--- config.mk ---
export PLATFORM = sky130hd
export DESIGN_NAME = dmem_arbiter
export DESIGN_NICKNAME = d
export VERILOG_FILES = /design/src/rtl/dmem_arbiter.sv
export SDC_FILE = /design/constraint.sdc
export NUM_CORES = 1
export LEC_CHECK = 0
export CAP_MARGIN = 20
export CORE_MARGIN = 3
export CORE_UTILIZATION = 44
export CTS_BUF_LIST = sky130_fd_sc_hd__clkbuf_8
export DETAILED_ROUTE_END_ITERATION = 6
export MAX_ROUTING_LAYER = met4
export PLACE_DENSITY = 0.89
export SLEW_MARGIN = 15
export SYNTH_ARGS = -nofsm -noshare
export SYNTH_HDL_FRONTEND = slang
export SYNTH_SLANG_ARGS = --single-unit
--- constraint.sdc ---
create_clock -name clk -period 3.5 [get_ports clk]
set_clock_uncertainty 0.1 [all_clocks]
set_input_delay 0.7 -clock clk [delete_from_list [all_inputs] [get_ports clk]]
set_output_delay 0.7 -clock clk [all_outputs]
set_load 0.02 [all_outputs]
--- src/rtl/dmem_arbiter.sv ---
// dmem_arbiter: round-robin arbiter that lets two requesters share one data-memory port.
// Build option DMEM_ARB_ALIGN_CHECK_EN answers misaligned half/word requests with an error and never issues them.
module dmem_arbiter #(
   parameter int addrWidth = 32,
   parameter int dataWidth = 32,
   parameter int rdLatency = 1
) (
   input  logic                 clk,
   input  logic                 rstn,
   input  logic                 r0Valid,
   output logic                 r0Ready,
   input  logic [addrWidth-1:0] r0Addr,
   input  logic [dataWidth-1:0] r0Wdata,
   input  logic [2:0]           r0MemOp,
   input  logic                 r0We,
   output logic                 r0Rvalid,
   output logic [dataWidth-1:0] r0Rdata,
   output logic                 r0Err,
   input  logic                 r1Valid,
   output logic                 r1Ready,
   input  logic [addrWidth-1:0] r1Addr,
   input  logic [dataWidth-1:0] r1Wdata,
   input  logic [2:0]           r1MemOp,
   input  logic                 r1We,
   output logic                 r1Rvalid,
   output logic [dataWidth-1:0] r1Rdata,
   output logic                 r1Err,
   output logic [addrWidth-1:0] memAddr,
   output logic [dataWidth-1:0] memDin,
   output logic [2:0]           memOp,
   output logic                 memWe,
   input  logic [dataWidth-1:0] memDout
);

   typedef enum logic [1:0] {IDLE, ISSUE, WAIT, RESP} state_t;

   state_t               state_q, state_d;
   logic                 lastGrant_q, lastGrant_d;
   logic [addrWidth-1:0] addr_q, addr_d;
   logic [dataWidth-1:0] wdata_q, wdata_d;
   logic [2:0]           op_q, op_d;
   logic                 we_q, we_d;
   logic                 id_q, id_d;
   logic [2:0]           cnt_q, cnt_d;
   logic [1:0]           rvalid_q, rvalid_d;
   logic [1:0]           err_q, err_d;
   logic [dataWidth-1:0] rdata0_q, rdata0_d;
   logic [dataWidth-1:0] rdata1_q, rdata1_d;

   logic                 gnt;
   logic                 accept;
   logic [addrWidth-1:0] selAddr;
   logic [2:0]           selOp;
   logic                 misalign;
   logic                 respUpd;
   logic                 respId;
   logic [dataWidth-1:0] respData;

   // With both requesters valid, the one that did not win last time wins now.
   always_comb begin
      if (r0Valid && !r1Valid)      gnt = 1'b0;
      else if (r1Valid && !r0Valid) gnt = 1'b1;
      else                          gnt = ~lastGrant_q;
   end

   assign accept  = (state_q == IDLE) && (r0Valid || r1Valid);
   assign r0Ready = (state_q == IDLE) && r0Valid && !gnt;
   assign r1Ready = (state_q == IDLE) && r1Valid && gnt;
   assign selAddr = gnt ? r1Addr  : r0Addr;
   assign selOp   = gnt ? r1MemOp : r0MemOp;

`ifdef DMEM_ARB_ALIGN_CHECK_EN
   always_comb begin
      misalign = 1'b0;
      case (selOp)
         3'd1, 3'd5: misalign = selAddr[0];
         3'd2:       misalign = |selAddr[1:0];
         default:    misalign = 1'b0;
      endcase
   end
`else
   assign misalign = 1'b0;
`endif

   always_comb begin
      state_d     = state_q;
      lastGrant_d = lastGrant_q;
      addr_d      = addr_q;
      wdata_d     = wdata_q;
      op_d        = op_q;
      we_d        = we_q;
      id_d        = id_q;
      cnt_d       = cnt_q;
      rvalid_d    = 2'b00;
      err_d       = 2'b00;
      respUpd     = 1'b0;
      respId      = id_q;
      respData    = '0;
      case (state_q)
         IDLE: begin
            if (accept) begin
               lastGrant_d = gnt;
               addr_d      = selAddr;
               wdata_d     = gnt ? r1Wdata : r0Wdata;
               op_d        = selOp;
               we_d        = gnt ? r1We : r0We;
               id_d        = gnt;
               if (misalign) begin
                  // Misaligned: skip the memory entirely and answer with an error.
                  state_d     = RESP;
                  respUpd     = 1'b1;
                  respId      = gnt;
                  err_d[gnt]  = 1'b1;
               end else begin
                  state_d = ISSUE;
               end
            end
         end
         ISSUE: begin
            if (we_q) begin
               state_d = RESP;
               respUpd = 1'b1;
            end else begin
               state_d = WAIT;
               cnt_d   = 3'(rdLatency - 1);
            end
         end
         WAIT: begin
            if (cnt_q == 3'd0) begin
               state_d  = RESP;
               respUpd  = 1'b1;
               respData = memDout;
            end else begin
               cnt_d = cnt_q - 3'd1;
            end
         end
         RESP:    state_d = IDLE;
         default: state_d = IDLE;
      endcase
      rdata0_d = rdata0_q;
      rdata1_d = rdata1_q;
      if (respUpd) begin
         rvalid_d[respId] = 1'b1;
         if (respId) rdata1_d = respData;
         else        rdata0_d = respData;
      end
   end

   always_ff @(posedge clk or negedge rstn) begin
      if (!rstn) begin
         state_q     <= IDLE;
         lastGrant_q <= 1'b1;
         addr_q      <= '0;
         wdata_q     <= '0;
         op_q        <= '0;
         we_q        <= 1'b0;
         id_q        <= 1'b0;
         cnt_q       <= '0;
         rvalid_q    <= '0;
         err_q       <= '0;
         rdata0_q    <= '0;
         rdata1_q    <= '0;
      end else begin
         state_q     <= state_d;
         lastGrant_q <= lastGrant_d;
         addr_q      <= addr_d;
         wdata_q     <= wdata_d;
         op_q        <= op_d;
         we_q        <= we_d;
         id_q        <= id_d;
         cnt_q       <= cnt_d;
         rvalid_q    <= rvalid_d;
         err_q       <= err_d;
         rdata0_q    <= rdata0_d;
         rdata1_q    <= rdata1_d;
      end
   end

   assign memWe    = (state_q == ISSUE) && we_q;
   assign memAddr  = addr_q;
   assign memDin   = wdata_q;
   assign memOp    = op_q;
   assign r0Rvalid = rvalid_q[0];
   assign r1Rvalid = rvalid_q[1];
   assign r0Err    = err_q[0];
   assign r1Err    = err_q[1];
   assign r0Rdata  = rdata0_q;
   assign r1Rdata  = rdata1_q;

endmodule

==> summary.md <==
| Metric | Value |
|---|---|
| # H-tree levels | `4` |
| Cell with the most instances after synthesis | `dfrtp_1` |
| Input/output buffers | `307` |
| Setup crit start kind | `input port` |
| Yosys warns | `0` |
| Yosys reg bits | `141` |
| Sw power | `3.46 mW` |
| # rows | `41` |
| Post-CTS Resized | `0` |
| Drt pass-1 iters | `5` |
| Clk Latency, worst-skew pair | `0.43 ns` |
| Mapped Area | `5850 sq um` |
| Die Wd | `121 um` |
| FF-to-FF path depth | `7` |
| Worst-margin pin slew | `0.694 ns` |
| Max-slew violation count | `0` |
| First-pass GRT wire length | `30000 um` |
| DRT iter0 DRCs | `353` |
| Clock sinks | `141` |
| Post-synth top area cell | `dfrtp_1` |
| Final Cell Area | `9520 sq um` |
| Syn-to-layout area delta | `62.7%` |
| Dominant synthesized flop cell | `dfrtp_1` |
| Reg power frac | `31.7%` |
| Cells after Synth | `571` |
| Via count | `5536` |
| Final hold violation count | `0` |
| Setup bufs post-CTS | `0` |
| Fin Setup TNS | `0 ns` |
| Power Density | `918 nW/um^2` |
| Critical Path Source | `r0Valid` |
| Total Wirelength | `19500 um` |
| Initial antenna violation count | `0` |
| CTS tree | `yes` |
| Num ports | `310` |
| Worst Path Max Fanout | `5` |
| Hold_buf cts | `0` |
| FMAX | `313 MHz` |
| Total grt overflow | `0` |
| Final net count | `1043` |
| Hold WC Path Type | `in2async` |
| DR DRC count | `0` |
| Area after DPL | `9070 sq um` |
| Synth unique cells | `29` |
| RR Startpoint | `state_q[0]$_DFFE_PN0P_` |
| Die area | `14700 sq um` |
| Clk slew on worst S/H paths | `0.08 ns` |
| Syn avg cell area | `10.2 sq um` |
| Initial core utilization | `45.6%` |
| Max rail drop VDD | `0.000509 V` |
| Post-synth EDFFs | `0` |
| Area contributors post-synth | `dfrtp_1 (60%), a21oi_1 (12%), a22o_1 (10%)` |
| Layout cells sized above 1 | `6.60%` |
| Drt wl/cell | `18.5 um` |
| Clock Power Share | `16.6%` |
| R2R Setup Slk | `1.54 ns` |
| Leak Pwr | `4.14 nW` |
| Req. time, crit path | `2.70 ns` |
| Asr flop ratio synth | `100%` |
| Core ar. | `12800 sq um` |
| Crit path time final | `3.19 ns` |
| Die height | `121 um` |
| Final cycle utilization of the critical path | `91.2%` |
| TritonCTS Buffers | `17` |
| Largest net degree at the start of global routing | `78` |
| Worst EP arrival | `2.39 ns` |
| Commonest cells in the netlist | `dfrtp_1 (140), a21oi_1 (137), nand2_1 (72)` |
| Post-synth top area share | `59.9%` |
| Max-cap violations | `0` |
| Vias/cell | `5.27` |
| Global placement routability congestion | `1.00` |
| Crit path kind | `in2out` |
| Combinational Power Share | `51.8%` |
| Worst Setup EP | `r1Ready` |
| Pwr Total | `8.73 mW` |
| Slew HR | `53.7%` |
| RSZ-0062 raised after global routing | `no` |
| Net Sw Frac | `39.6%` |
| GRT Util Overall | `27.0%` |
| Outcome | `completed` |
| Worst R2R End | `r1Rdata[26]$_DFFE_PN0P_` |
| Vias in the first global route | `5806` |
| Diodes inserted | `0` |
| Pint | `5.27 mW` |
| Max Buffers Root-to-Sink | `2` |
| Crit. End Element | `primary output` |
| DPL Wire Length | `14000 um` |
| Remaining antenna violation count | `0` |
| Root buf cell | `clkbuf_8` |
| Final setup vio count | `0` |
| Register area share after synthesis | `60.3%` |
-- how the worst min path moves through the flow --
stage,startpoint,slack (ns),cells after the start,to
global route,rstn,0.20,1,r1Rdata[12]$_DFFE_PN0P_
global placement,r0Rdata[23]$_DFFE_PN0P_,0.39,1,r0Rdata[23]$_DFFE_PN0P_
finish,rstn,0.18,1,r1Rdata[12]$_DFFE_PN0P_
floorplan,rstn,0.30,0,cnt_q[0]$_DFFE_PN0P_
CTS,rstn,0.18,1,r1Rdata[30]$_DFFE_PN0P_
detailed placement,r0Rdata[15]$_DFFE_PN0P_,0.39,1,r0Rdata[15]$_DFFE_PN0P_
-- metal layers --
layer / vias up / track usage [%] / routed length [um]
met5: - / - / 0
met4: 0 / 11.1 / 617
met3: 39 / 5.92 / 1330
met2: 239 / 46.5 / 10300
met1: 2691 / 30.5 / 7260
li1: 2567 / - / -
-- per-stage QoR --
stage	util (%)	std cells	hold WS, ns	setup slack [ns]
global route	74.2	1051	0.200	0.242
floorplan	-	572	0.304	1.55
global placement	70.7	1019	0.386	0.321
detailed placement	70.7	1019	0.390	0.321
CTS	74.2	1051	0.184	0.300
finish	74.2	1051	0.182	0.309
-- cells by family (layout without fill, tap and decap cells) --
kind of cell / Yosys count / in the layout / share of synthesized area, %
compound gates: 215 / 215 / 23.3
simple gates: 151 / 151 / 10.1
flops: 141 / 141 / 60.3
buf+inv: 56 / 363 / 4.77
fa+ha+maj: 5 / 5 / 1.07
mux: 2 / 2 / 0.364
other cells: 1 / 2 / 0.0641
-- power groups by stage --
stage	Combinational, mW	Clock (mW)	Sequential [mW]
after floorplan	1.60	0	3.58
after global placement	4.43	0	2.75
after detailed placement	4.52	0	2.79
after CTS	4.55	1.48	2.77
after global routing	4.82	1.56	2.84
final	4.52	1.45	2.77
-- cell type report --
type | instances | area [sq um]
clock buffers | 19 | 262
clock inverters | 13 | 186
fillers | 879 | 3310
inverters | 10 | 37.5
multi-input cells | 375 | 2070
flip-flops and latches | 141 | 3530
well taps | 172 | 215
repair buffers | 321 | 3220
-- flip-flops by register name, summed over array words and instances (netlist names) --
register / cells
state_q: 2
r1Rdata: 32
memAddr: 32
cnt_q: 3
rvalid_q: 2
lastGrant_q: 1
id_q: 1
memDin: 32
we_q: 1
memOp: 3
r0Rdata: 32
-- cells in the final DEF (no fill, tap or decap), drive strengths merged, types with 3 or more instances in the layout --
master,n
clkbuf,19
inv,12
o21ai,3
dfrtp,140
clkinv,3
buf,15
a22o,67
nand2,72
ha,5
nor2,72
bufinv,4
a21oi,137
clkinvlp,4
clkdlybuf4s50,306
-- worst max-delay path, cell delays in order --
cell and delay [ns]:
clkdlybuf4s50_1 0.53, a21boi_2 0.26, and2_1 0.24, clkdlybuf4s50_1 0.66
Power figures use the tool's default switching activity.
